<file path="src/rtl/demux_8x32_ctrl.sv">
// Lane controller for the 8-to-32 demux on the clk_4f domain.
// Finds word alignment from a run of COM characters, then tags payload bytes
// with their lane index and strobes each completed 32-bit word. A COM that
// lands mid-word drops the partial word; enough of those in a row drop lock.
module demux_8x32_ctrl #(
  parameter logic [7:0] COM_CHAR = 8'hBC,
  parameter int unsigned COM_LOCK = 4,   // 1..15
  parameter int unsigned ERR_MAX  = 2    // 1..15
) (
  input  logic       clk_4f,
  input  logic       reset_L,
  input  logic [7:0] data_in_8x32,
  input  logic       valid_in_8x32,
  output logic [7:0] byte_out,
  output logic       byte_valid,
  output logic [1:0] byte_idx,
  output logic       word_done,
  output logic       discard,
  output logic       err_align,
  output logic       active,
  output logic [7:0] word_count
);

  typedef enum logic {SEARCH = 1'b0, ACTIVE = 1'b1} state_e;

  localparam logic [4:0] LOCK_N = 5'(COM_LOCK);
  localparam logic [4:0] ERR_N  = 5'(ERR_MAX);

  state_e     state_q;
  logic [3:0] com_cnt_q;
  logic [1:0] idx_q;
  logic [3:0] err_cnt_q;

  logic [7:0] byte_out_q;
  logic       byte_valid_q;
  logic [1:0] byte_idx_q;
  logic       word_done_q;
  logic       discard_q;
  logic       err_align_q;
  logic [7:0] word_count_q;

  logic       is_com;
  logic [4:0] com_cnt_d;
  logic [4:0] err_cnt_d;

  assign is_com    = (data_in_8x32 == COM_CHAR);
  assign com_cnt_d = {1'b0, com_cnt_q} + 5'd1;
  assign err_cnt_d = {1'b0, err_cnt_q} + 5'd1;

  // Alignment FSM with all outputs registered; pulses self-clear each cycle.
  always_ff @(posedge clk_4f or negedge reset_L) begin
    if (!reset_L) begin
      state_q      <= SEARCH;
      com_cnt_q    <= '0;
      idx_q        <= '0;
      err_cnt_q    <= '0;
      byte_out_q   <= '0;
      byte_valid_q <= 1'b0;
      byte_idx_q   <= '0;
      word_done_q  <= 1'b0;
      discard_q    <= 1'b0;
      err_align_q  <= 1'b0;
      word_count_q <= '0;
    end else begin
      byte_valid_q <= 1'b0;
      word_done_q  <= 1'b0;
      discard_q    <= 1'b0;
      err_align_q  <= 1'b0;
      if (valid_in_8x32) begin
        case (state_q)
          SEARCH: begin
            if (is_com) begin
              if (com_cnt_d == LOCK_N) begin
                state_q   <= ACTIVE;
                com_cnt_q <= '0;
                idx_q     <= '0;
                err_cnt_q <= '0;
              end else begin
                com_cnt_q <= com_cnt_d[3:0];
              end
            end else begin
              com_cnt_q <= '0;
            end
          end
          ACTIVE: begin
            if (!is_com) begin
              byte_out_q   <= data_in_8x32;
              byte_valid_q <= 1'b1;
              byte_idx_q   <= idx_q;
              idx_q        <= idx_q + 2'd1;
              if (idx_q == 2'd3) begin
                word_done_q  <= 1'b1;
                word_count_q <= word_count_q + 8'd1;
                err_cnt_q    <= '0;
              end
            end else if (idx_q != 2'd0) begin
              // COM inside a word: the demux holds a partial word to drop
              err_align_q <= 1'b1;
              discard_q   <= 1'b1;
              idx_q       <= '0;
              if (err_cnt_d == ERR_N) begin
                state_q   <= SEARCH;
                com_cnt_q <= '0;
                err_cnt_q <= '0;
              end else begin
                err_cnt_q <= err_cnt_d[3:0];
              end
            end
            // COM at idx 0 is idle fill between words
          end
          default: state_q <= SEARCH;
        endcase
      end
    end
  end

  assign byte_out   = byte_out_q;
  assign byte_valid = byte_valid_q;
  assign byte_idx   = byte_idx_q;
  assign word_done  = word_done_q;
  assign discard    = discard_q;
  assign err_align  = err_align_q;
  assign active     = (state_q == ACTIVE);
  assign word_count = word_count_q;

endmodule

</file>
<file path="config.mk">
export PLATFORM = sky130hd
export DESIGN_NAME = demux_8x32_ctrl
export DESIGN_NICKNAME = d
export VERILOG_FILES = /design/src/rtl/demux_8x32_ctrl.sv
export SDC_FILE = /design/constraint.sdc
export NUM_CORES = 1
export LEC_CHECK = 0
export ABC_CLOCK_PERIOD_IN_PS = 5500
export CORE_UTILIZATION = 30
export CTS_BUF_LIST = sky130_fd_sc_hd__clkbuf_4 sky130_fd_sc_hd__clkbuf_8
export CTS_CLUSTER_DIAMETER = 100
export DETAILED_ROUTE_END_ITERATION = 16
export HOLD_SLACK_MARGIN = 0.05
export PLACE_DENSITY = 0.55
export SYNTH_ARGS = -nofsm -noshare
export SYNTH_HDL_FRONTEND = slang
export SYNTH_SLANG_ARGS = --single-unit
export TNS_END_PERCENT = 1
</file>
<file path="constraint.sdc">
create_clock -name clk_4f -period 5.5 [get_ports clk_4f]
set_input_delay 1.1 -clock clk_4f [delete_from_list [all_inputs] [get_ports clk_4f]]
set_output_delay 1.1 -clock clk_4f [all_outputs]
set_load 0.01 [all_outputs]
</file>
==> impl_metrics.json, run 1 <==
{
  "status": "completed",
  "grt_max_degree": 33,
  "port_buffers": 33,
  "syn_area_sq_um": 1570,
  "path_cells": "clkdlybuf4s50_1 > nand4b_1 > o211ai_1 > mux2_2",
  "cp-start-kind": "input pin",
  "fin_tns_setup_ns": 0,
  "detail-route-antenna-nets": 0,
  "clock_skew_ns": 0.00433,
  "seq_area_sq_um": 801,
  "gr-total-overflow": 0,
  "fin_crit_sh_pct": 58.7,
  "die_area_sq_um": 5510,
  "cts_max_level": 2,
  "gp_congestion": 0.775,
  "critical_path.top_delay_family": "compound AO/OA/AOI/OAI gates",
  "yosysWarningCount": 0,
  "row_count": 25,
  "clock_path_buffers": 2,
  "async_reset_ff_share_pct": 100,
  "grt.total_usage_pct": 13.7,
  "slowest_stage": "o211ai_1",
  "io_pins": 34,
  "clk_pin_slew_ns": 0.06,
  "final-setup-viol-count": 0,
  "grtUsageMet1_pct": 18.2,
  "cts_setup_buffers": 0,
  "fin_area_sq_um": 2060,
  "vias_per_cell": 4.99,
  "peakVddDrop_mv": 0.114,
  "drtPass1Iterations": 4,
  "met3_usage_pct": 4.47,
  "hold_violations": 0,
  "pwr_density_cell_nw_per_um2": 228,
  "synth_edf_count": 0,
  "timing.fmax_mhz": 310,
  "avgSynthCellArea_sq_um": 11.0,
  "layout_commonest_cell": "clkdlybuf4s50_1",
  "syn_inst": 142,
  "hold_class": "flip-flop to flip-flop",
  "endpoint_kind": "flip-flop",
  "multi_input_area_sq_um": 704,
  "cts_tree": "built",
  "dpl.cell_count": 237,
  "grt_pass1_wl_mm": 5.65,
  "drt_wl_total_mm": 3.34,
  "busiest_layer": "met2",
  "vias": 1223,
  "cts_resized": 0,
  "slowest_delay_ns": 0.96,
  "cap_viol_max_count": 0,
  "hold_slack_ns": 0.468,
  "power.total_mw": 0.468,
  "crit_type": "input pin to flip-flop",
  "drv_slew": 0,
  "synthDistinctLibCells": 39,
  "yosysSeqAreaShare_pct": 51.1,
  "coreArea_sq_um": 4880,
  "root_buffer": "clkbuf_8",
  "slew_headroom_pct": 33.6,
  "fill_cells": 482,
  "grt_antenna_before_repair": 0,
  "tightestPinTransition_ns": 0.991,
  "initial_core_util_pct": 32.1,
  "grt_pass1_vias": 1175,
  "layout_common_cells": "33 x clkdlybuf4s50_1, 32 x dfrtp_1, 10 x mux2_2",
  "crit_arrival_ns": 3.39,
  "dpl_cell_area_sq_um": 1960,
  "drt_iter0_markers": 45,
  "synth_fp_nets": 159,
  "rsz0062_at_grt": "no",
  "hpwl_mm": 2.41,
  "period_needed_ns": 3.23,
  "postCtsHoldBufs": 0,
  "final_nets": 194,
  "cts_buffers": 5,
  "syn_to_final_growth_pct": 31.4,
  "drive_above_1_share_pct": 13.5,
  "wl_per_cell_um": 13.6,
  "clock_latency_ns": 0.28,
  "use_met2_pct": 20.5,
  "ys.flop_type": "dfrtp_1",
  "die_h_um": 74.3,
  "fp.dieW_um": 74.3,
  "crit_fanout": 13,
  "final_cells": 245,
  "ys_ff_latch": 32,
  "leakage_nw": 0.943,
  "crit_buf_inv": 1,
  "clock-sinks": 32,
  "n_antenna_cell": 0,
  "crit_required_ns": 5.66,
  "drc_errors": 0
}
[where the power goes]
part           internal, mW  total, mW  switching (mW)
combinational        0.0155     0.0313          0.0158
sequential            0.239      0.242         0.00300
clock                 0.112      0.194          0.0826
[registers in the layout, indices dropped and copies added (netlist names)]
register	cells
idx_q	2
err_align	1
byte_valid	1
err_cnt_q	4
word_done	1
com_cnt_q	4
active	1
byte_out	8
byte_idx	2
word_count	8
[Yosys cell counts, drive strengths merged (3+ instances only)]
library cell  count  area (sq um)
dfrtp            32           801
clkbuf            4          15.0
nor4              4          25.0
a21boi            3          22.5
nand2             5          18.8
mux2             11           124
ha                6          75.1
nand4b            3          26.3
o21ai             6          30.0
a21o              3          22.5
xor2              5          43.8
nor2              5          18.8
inv               9          33.8
nand2b            4          25.0
nor3              6          30.0
nand3             8          40.0
nand4             5          31.3
[through the flow]
stage               setup slack [ns]  utilization (%)
global placement                2.07             40.2
detailed placement              1.95             40.2
CTS                             2.27             42.2
global route                    1.99             42.2
floorplan                       3.11                -
finish                          2.27             42.2
[routing by layer]
layer  part of all wire (%)  routed length (um)
met1                     48                1600
met2                     45                1500
met3                    5.5                 183
met4                    1.6                  54
met5                      0                   0
[path summary, 6_finish.rpt]
path                                  from       endpoint  slack [ns]  cells after the start
max in group asynchronous          reset_L    byte_out[3]        3.98                      2
hold reg to reg              word_count[7]  word_count[7]        0.47                      1
hold / removal               word_count[7]  word_count[7]        0.47                      1
setup / recovery           data_in_8x32[6]    byte_out[3]        2.27                      4
min in group asynchronous          reset_L  word_count[7]        1.23                      2
setup reg to reg                    active   err_cnt_q[1]        3.35                      4
[final cells by class]
type	instances	area share [%]
clock buffers	8	4.74
inverters	9	1.64
multi-input cells	95	34.2
flip-flops and latches	32	38.9
well taps	67	4.07
repair buffers	34	16.4
[cell families (layout without fill, tap and decap cells)]
logic type      count (synthesis)  after routing  synth area share (%)
xor+xnor                        7              7                  3.91
compound gates                 24             24                  11.1
buf+inv                        15             51                  3.91
fa+ha+maj                       6              6                  4.79
flops                          32             32                  51.1
simple gates                   47             47                  17.3
mux                            11             11                  7.91
Power figures use the tool's default switching activity.
==> run 2, diff against run 1 <==
- ABC_CLOCK_PERIOD_IN_PS: 5500 -> 3400
- clock period: 5.5 -> 3.4 ns (I/O delays scaled with it)
==> run 2 against run 1 <==
First-iteration DRC count down 31%. Register-to-register slack lost 2.1 ns. Clock skew up 0.0040 ns. Wire length grew 1.3%. Critical endpoint is now err_cnt_q[1].
==> impl_metrics.json, run 2 (synthesis results as in run 1) <==
{
  "peakVddDrop_mv": 0.173,
  "coreArea_sq_um": 4880,
  "fin_tns_setup_ns": 0,
  "cts_max_level": 2,
  "status": "completed",
  "leakage_nw": 0.943,
  "n_antenna_cell": 0,
  "rsz0062_at_grt": "no",
  "crit_type": "input pin to flip-flop",
  "wl_met1_mm": 1.59,
  "vias_per_cell": 4.86,
  "hpwl_mm": 2.50,
  "dpl_worst_slack_ns": 0.705,
  "layout_commonest_cell": "clkdlybuf4s50_1",
  "drv_slew": 0,
  "hold_slack_ns": 0.476,
  "clk_pin_slew_ns": 0.06,
  "initial_core_util_pct": 32.1,
  "clock_skew_ns": 0.00829,
  "hold_class": "flip-flop to flip-flop",
  "setup_ws_ns": 1.00,
  "clock_latency_ns": 0.28,
  "die_area_sq_um": 5510,
  "drtPass1Iterations": 4,
  "fin_area_sq_um": 2060,
  "clock-sinks": 32,
  "highest_layer": "met4",
  "final-setup-viol-count": 0,
  "root_buffer": "clkbuf_8",
  "slew_headroom_pct": 60.5,
  "vias": 1196,
  "io_pins": 34,
  "grt_pass1_wl_mm": 5.58,
  "cts_buffers": 5,
  "grt_max_degree": 33,
  "layout_common_cells": "33 x clkdlybuf4s50_1, 32 x dfrtp_1, 10 x mux2_2",
  "final_nets": 196,
  "crit_arrival_ns": 2.56,
  "drive_above_1_share_pct": 14.0,
  "cts_tree": "built",
  "tightestPinTransition_ns": 0.586,
  "cts_setup_buffers": 0,
  "period_needed_ns": 2.40,
  "drt_wl_total_mm": 3.39,
  "endpoint_kind": "flip-flop",
  "final_util_pct": 42.2,
  "dpl.cell_count": 239,
  "cap_viol_max_count": 0,
  "power.total_mw": 0.720,
  "die_h_um": 74.3,
  "pwr_density_cell_nw_per_um2": 350,
  "postCtsHoldBufs": 0,
  "dpl_cell_area_sq_um": 1980,
  "crit_fanout": 11,
  "port_buffers": 33,
  "syn_to_final_growth_pct": 31.3,
  "gr-total-overflow": 0,
  "detail-route-antenna-nets": 0,
  "crit_required_ns": 3.56,
  "gp_congestion": 0.868,
  "row_count": 25,
  "hold_violations": 0,
  "fin_crit_sh_pct": 70.5,
  "final_cells": 246,
  "dr_wl_met3_um": 182,
  "grt.total_usage_pct": 13.6,
  "drt_iter0_markers": 31,
  "dr_wl_met2_mm": 1.56,
  "fp.dieW_um": 74.3,
  "clock_path_buffers": 2,
  "cp-start-kind": "input pin",
  "timing.fmax_mhz": 417,
  "cts_resized": 0,
  "wl_per_cell_um": 13.8,
  "drc_errors": 0,
  "grt_antenna_before_repair": 0,
  "grt_pass1_vias": 1224
}
==> run 2: cell count changes in the layout (fill, tap and decap cells not counted) <==
| cell | delta |
|---|---|
| buf_4 | +2 |
| clkbuf_8 | -1 |
| clkbuf_4 | -1 |
| clkinv_2 | +1 |
==> run 2: final timing paths <==
| kind | start | to | slack, ns | cells past startpoint |
|---|---|---|---|---|
| setup / recovery | data_in_8x32[6] | err_cnt_q[1] | 1.00 | 5 |
| hold / removal | word_count[7] | word_count[7] | 0.48 | 1 |
| setup reg to reg | active | err_cnt_q[1] | 1.24 | 4 |
| hold reg to reg | word_count[7] | word_count[7] | 0.48 | 1 |
| max in group asynchronous | reset_L | com_cnt_q[1] | 2.30 | 2 |
| min in group asynchronous | reset_L | byte_out[2] | 0.80 | 2 |
==> run 2: where the power goes <==
group | internal, mW | switching (mW)
Sequential | 0.387 | 0.00449
Combinational | 0.0251 | 0.0256
Clock | 0.147 | 0.131
Total | 0.559 | 0.161
==> run 2: cell type report <==
cell class,instances,area [sq um]
Multi-Input combinational cell,95,704
Fill cell,475,2820
Inverter,9,33.8
Timing Repair Buffer,36,353
Tap cell,67,83.8
Sequential cell,32,801
Clock buffer,6,76.3
Clock inverter,1,5.00
==> run 2: metal layers <==
metal  up-vias  track usage, %
met5         -               0
met4         0            6.08
met3         6            5.01
met2        33            20.8
met1       572            17.4
li1        585               -
==> run 2: critical path, cell delays in order <==
cell	delay (ns)
clkdlybuf4s50_1	0.42
nand4b_1	0.46
a211o_1	0.45
a21oi_2	0.21
mux2_1	0.34
==> RTL change 1: new RTL, flow settings as in run 2 <==
Reset style: synchronous (`reset_L`), changed in one clocked block.
--- a/src/rtl/demux_8x32_ctrl.sv
+++ b/src/rtl/demux_8x32_ctrl.sv
@@ -48,7 +48,7 @@
   assign err_cnt_d = {1'b0, err_cnt_q} + 5'd1;
 
   // Alignment FSM with all outputs registered; pulses self-clear each cycle.
-  always_ff @(posedge clk_4f or negedge reset_L) begin
+  always_ff @(posedge clk_4f) begin
     if (!reset_L) begin
       state_q      <= SEARCH;
       com_cnt_q    <= '0;
Check against the original RTL: differs if reset_L is asserted again (counterexample within 10 cycles, from zero or initial values and one cycle with reset_L low); with reset_L held inactive, the same outputs for 10 cycles.
==> RTL change 1 against run 2 <==
- cell area shrank 0.30%
- power grew 7.0%
- routed wire length shrank 1.2%
- worst setup slack gained 0.24 ns
- fmax grew 11%
- synthesized area shrank 1.5%
- non-clock buffer count shrank 1
- register-to-register slack gained 0.31 ns
- clock power grew 32%
- first-iteration DRC count grew 87%
- combinational power shrank 42%
- sequential power shrank 4%
- sequential cell count is the same
- global-route usage grew 0.31 points
==> RTL change 1: results (changes against run 2) <==
[placed_design]
gp_congestion = 0.780  ; was 0.868
dp.cells = 271  ; was 239
dpl.hpwl_mm = 2.33  ; was 2.50 mm
placedInstanceArea_sq_um = 1940  ; was 1980 sq um
pre_cts_slack_ns = 0.918  ; was 0.705 ns

[global_route]
grt_pass1_wl_mm = 5.71  ; was 5.58 mm
grt_max_degree = 28  ; was 33
grtUsageTotal_pct = 14.0  ; was 13.6%
grt_pass1_vias = 1223  ; was 1224
antenna_found_initial = 0  ; unchanged

[worst_setup_path]
slowest_stage = clkdlybuf4s50_1  ; was nand4b_1
cp.arrival_ns = 2.35  ; was 2.56 ns
path_max_fanout = 7  ; was 11
cp_slowest_stage_delay_ns = 0.48  ; was 0.46 ns

[yosys]
yosys.area_share.xor_xnor_pct = 2.84  ; was 3.91%
synth_fp_nets = 193  ; was 159
synth_area_leaders = dfxtp_1 (42%), nand2_1 (7.8%), a21boi_0 (6.3%)  ; was dfrtp_1 (51%), mux2_2 (7.2%), ha_1 (4.8%)
synthMuxAreaShare_pct = 0  ; was 7.91%
synthTopCellsByCount = dfxtp_1 (32), nand2_1 (32), a21boi_0 (13), nand3_1 (8)  ; was dfrtp_1 (32), mux2_2 (10), inv_1 (9), nand3_1 (8)
synth_compound_area_share_pct = 20.1  ; was 11.1%
synth_cell_types = 44  ; was 39
synthArstFlopShare_pct = 0  ; was 100%

[timing]
worst_pin_slew_ns = 0.432  ; was 0.586 ns
clock_skew_ns = 0.00600  ; was 0.00829 ns

[clock_tree]
cts-root-buf = clkbuf_8  ; unchanged

[pwr]
pg_clk_mw = 0.366  ; was 0.277 mW
p_leak_nw = 0.746  ; was 0.943 nW
ir_drop_mv = 0.169  ; was 0.173 mV
p_sw_share_pct = 21.2  ; was 22.3%

[drt]
dr.first_iter.drc_count = 58  ; was 31
via_per_inst = 4.70  ; was 4.86
routed_wirelength_mm = 3.35  ; was 3.39 mm

[status]
outcome = finished clean  ; unchanged

[cells_and_area]
fin_nets = 228  ; was 196
final_layout_size_suffix_gt1_share_pct = 9.43  ; was 14.0%
final_cell_count_no_fill = 279  ; was 246

RTL change 1: area by class of cell:
type	count	area (sq um)
fill	504	2800
clock inverter	3	42.5
multi-input combinational	132	851
inverter	5	18.8
tap	67	83.8
sequential	32	641
timing repair buffer	35	345
clock buffer	5	68.8
RTL change 1: path summary, 6_finish.rpt:
check,start,endpoint,slack [ns],depth (start not counted)
setup / recovery,data_in_8x32[1],word_count[3]$_SDFFE_PN0P_,1.24,6
hold / removal,byte_idx[0]$_SDFFE_PN0P_,byte_idx[0]$_SDFFE_PN0P_,0.46,2
setup reg to reg,com_cnt_q[0]$_SDFFE_PN0P_,err_cnt_q[3]$_SDFFE_PN0P_,1.55,6
hold reg to reg,byte_idx[0]$_SDFFE_PN0P_,byte_idx[0]$_SDFFE_PN0P_,0.46,2
RTL change 1: per-layer routing:
layer	vias up	wire [microns]	GRT usage, %
li1	688	-	-
met1	590	1730	18.3
met2	26	1380	20.6
met3	7	163	4.66
met4	0	68	6.41
met5	-	0	0
==> RTL change 2: new RTL, config.mk and constraints of run 2 <==
Made on the original files. Change the parameter `COM_CHAR` from 8'hBC to 8'h5E.
--- a/src/rtl/demux_8x32_ctrl.sv
+++ b/src/rtl/demux_8x32_ctrl.sv
@@ -3,7 +3,7 @@
 // with their lane index and strobes each completed 32-bit word. A COM that
 // lands mid-word drops the partial word; enough of those in a row drop lock.
 module demux_8x32_ctrl #(
-  parameter logic [7:0] COM_CHAR = 8'hBC,
+  parameter logic [7:0] COM_CHAR = 8'h5E,
   parameter int unsigned COM_LOCK = 4,   // 1..15
   parameter int unsigned ERR_MAX  = 2    // 1..15
 ) (
Check against the original RTL: not equivalent (Yosys sat finds a counterexample within 10 cycles, from zero or initial values and one cycle with reset_L low).
==> RTL change 2 against run 2 <==
- routed wire length rose by 5.5%
- critical path type unchanged
- worst setup slack got worse by 0.073 ns
- critical endpoint is now byte_out[2]$_DFFE_PN0P_
- synthesized area rose by 3.8%
- clock skew barely moved
- sequential cell count did not move
- cell area rose by 4.0%
- global-route usage rose by 0.46 points
Power is not compared: it rests on default switching activity, and its combinational part moved more than twofold at a synthesized area within 25%.
==> RTL change 2: results (changes against run 2) <==
[placed_design]
pre_cts_slack_ns = 0.623  ; was 0.705 ns
gp_congestion = 0.771  ; was 0.868
placedInstanceArea_sq_um = 2030  ; was 1980 sq um
dp.cells = 246  ; was 239
dpl.hpwl_mm = 2.69  ; was 2.50 mm

[worst_setup_path]
rr_startpoint = idx_q[0]$_DFFE_PN0P_  ; was active$_DFFE_PN0P_
cp.arrival_ns = 2.64  ; was 2.56 ns
r2r_slack_ns = 1.58  ; was 1.24 ns
slowest_stage = o211ai_2  ; was nand4b_1
rr_endpoint = com_cnt_q[0]$_DFFE_PN0P_  ; was err_cnt_q[1]$_DFFE_PN0P_
cp_slowest_stage_delay_ns = 0.66  ; was 0.46 ns
path_max_fanout = 13  ; was 11
worstRegToRegCells = 5  ; was 4

[cells_and_area]
fillCellCount = 508  ; was 475
buffer_area_share_pct = 16.1  ; was 17.2%
clk_share_pct = 5.20  ; was 3.95%
final_layout_size_suffix_gt1_share_pct = 16.3  ; was 14.0%
multi_input_cells = 98  ; was 95
fin_nets = 200  ; was 196
inv_count = 11  ; was 9
seqAreaFraction_pct = 37.4  ; was 38.9%
multi_input_area_share_pct = 35.2  ; was 34.2%
signal_buffers = 35  ; was 36

[drt]
routed_wirelength_mm = 3.57  ; was 3.39 mm
vias = 1265  ; was 1196
dr.first_iter.drc_count = 73  ; was 31
via_per_inst = 4.98  ; was 4.86

[timing]
fin_crit_sh_pct = 72.6  ; was 70.5%
worst_pin_slew_ns = 0.625  ; was 0.586 ns
hold_ws_ns = 0.476  ; about the same
clock_skew_ns = 0.00814  ; was 0.00829 ns

[yosys]
synth_seq_cells = 32  ; unchanged
yosys.area_share.xor_xnor_pct = 3.77  ; was 3.91%
synth_cell_types = 38  ; was 39
synthTopCellsByCount = dfrtp_1 (32), inv_1 (11), o21ai_0 (10), mux2_2 (9), nand3_1 (9)  ; was dfrtp_1 (32), mux2_2 (10), inv_1 (9), nand3_1 (8)
yosysSeqAreaShare_pct = 49.3  ; was 51.1%
synth_area_per_cell_sq_um = 11.1  ; was 11.0 sq um
yosys.area.top_type_share_pct = 49.3  ; was 51.1%
synth_compound_area_share_pct = 10.4  ; was 11.1%
synth-adder-area-share_pct = 4.62  ; was 4.79%
synthMuxAreaShare_pct = 8.39  ; was 7.91%

[status]
outcome = finished clean  ; unchanged

[floorplanning]
core_area_sq_um = 5170  ; was 4880 sq um

[global_route]
grt_pass1_vias = 1235  ; was 1224

[RTL change 2: how the worst min path moves through the flow]
stage,start,to
after global placement,word_count[7]$_DFFE_PN0P_,word_count[7]$_DFFE_PN0P_
after floorplan,reset_L,active$_DFFE_PN0P_
final,word_count[7]$_DFFE_PN0P_,word_count[7]$_DFFE_PN0P_
after detailed placement,word_count[7]$_DFFE_PN0P_,word_count[7]$_DFFE_PN0P_
after CTS,word_count[7]$_DFFE_PN0P_,word_count[7]$_DFFE_PN0P_
after global routing,word_count[7]$_DFFE_PN0P_,word_count[7]$_DFFE_PN0P_
[RTL change 2: metal layers]
metal	GRT usage, %	vias to the layer above	routed length, microns
li1	-	609	-
met1	17.8	633	1620
met2	22.8	18	1790
met3	3.97	5	95
met4	5.97	0	61
met5	0	-	0
[RTL change 2: worst max-delay path: cells and delay by family]
family          cells  cell delay [ns]
simple gates        1             0.44
buf+inv             1             0.44
mux                 1             0.41
compound gates      1             0.66
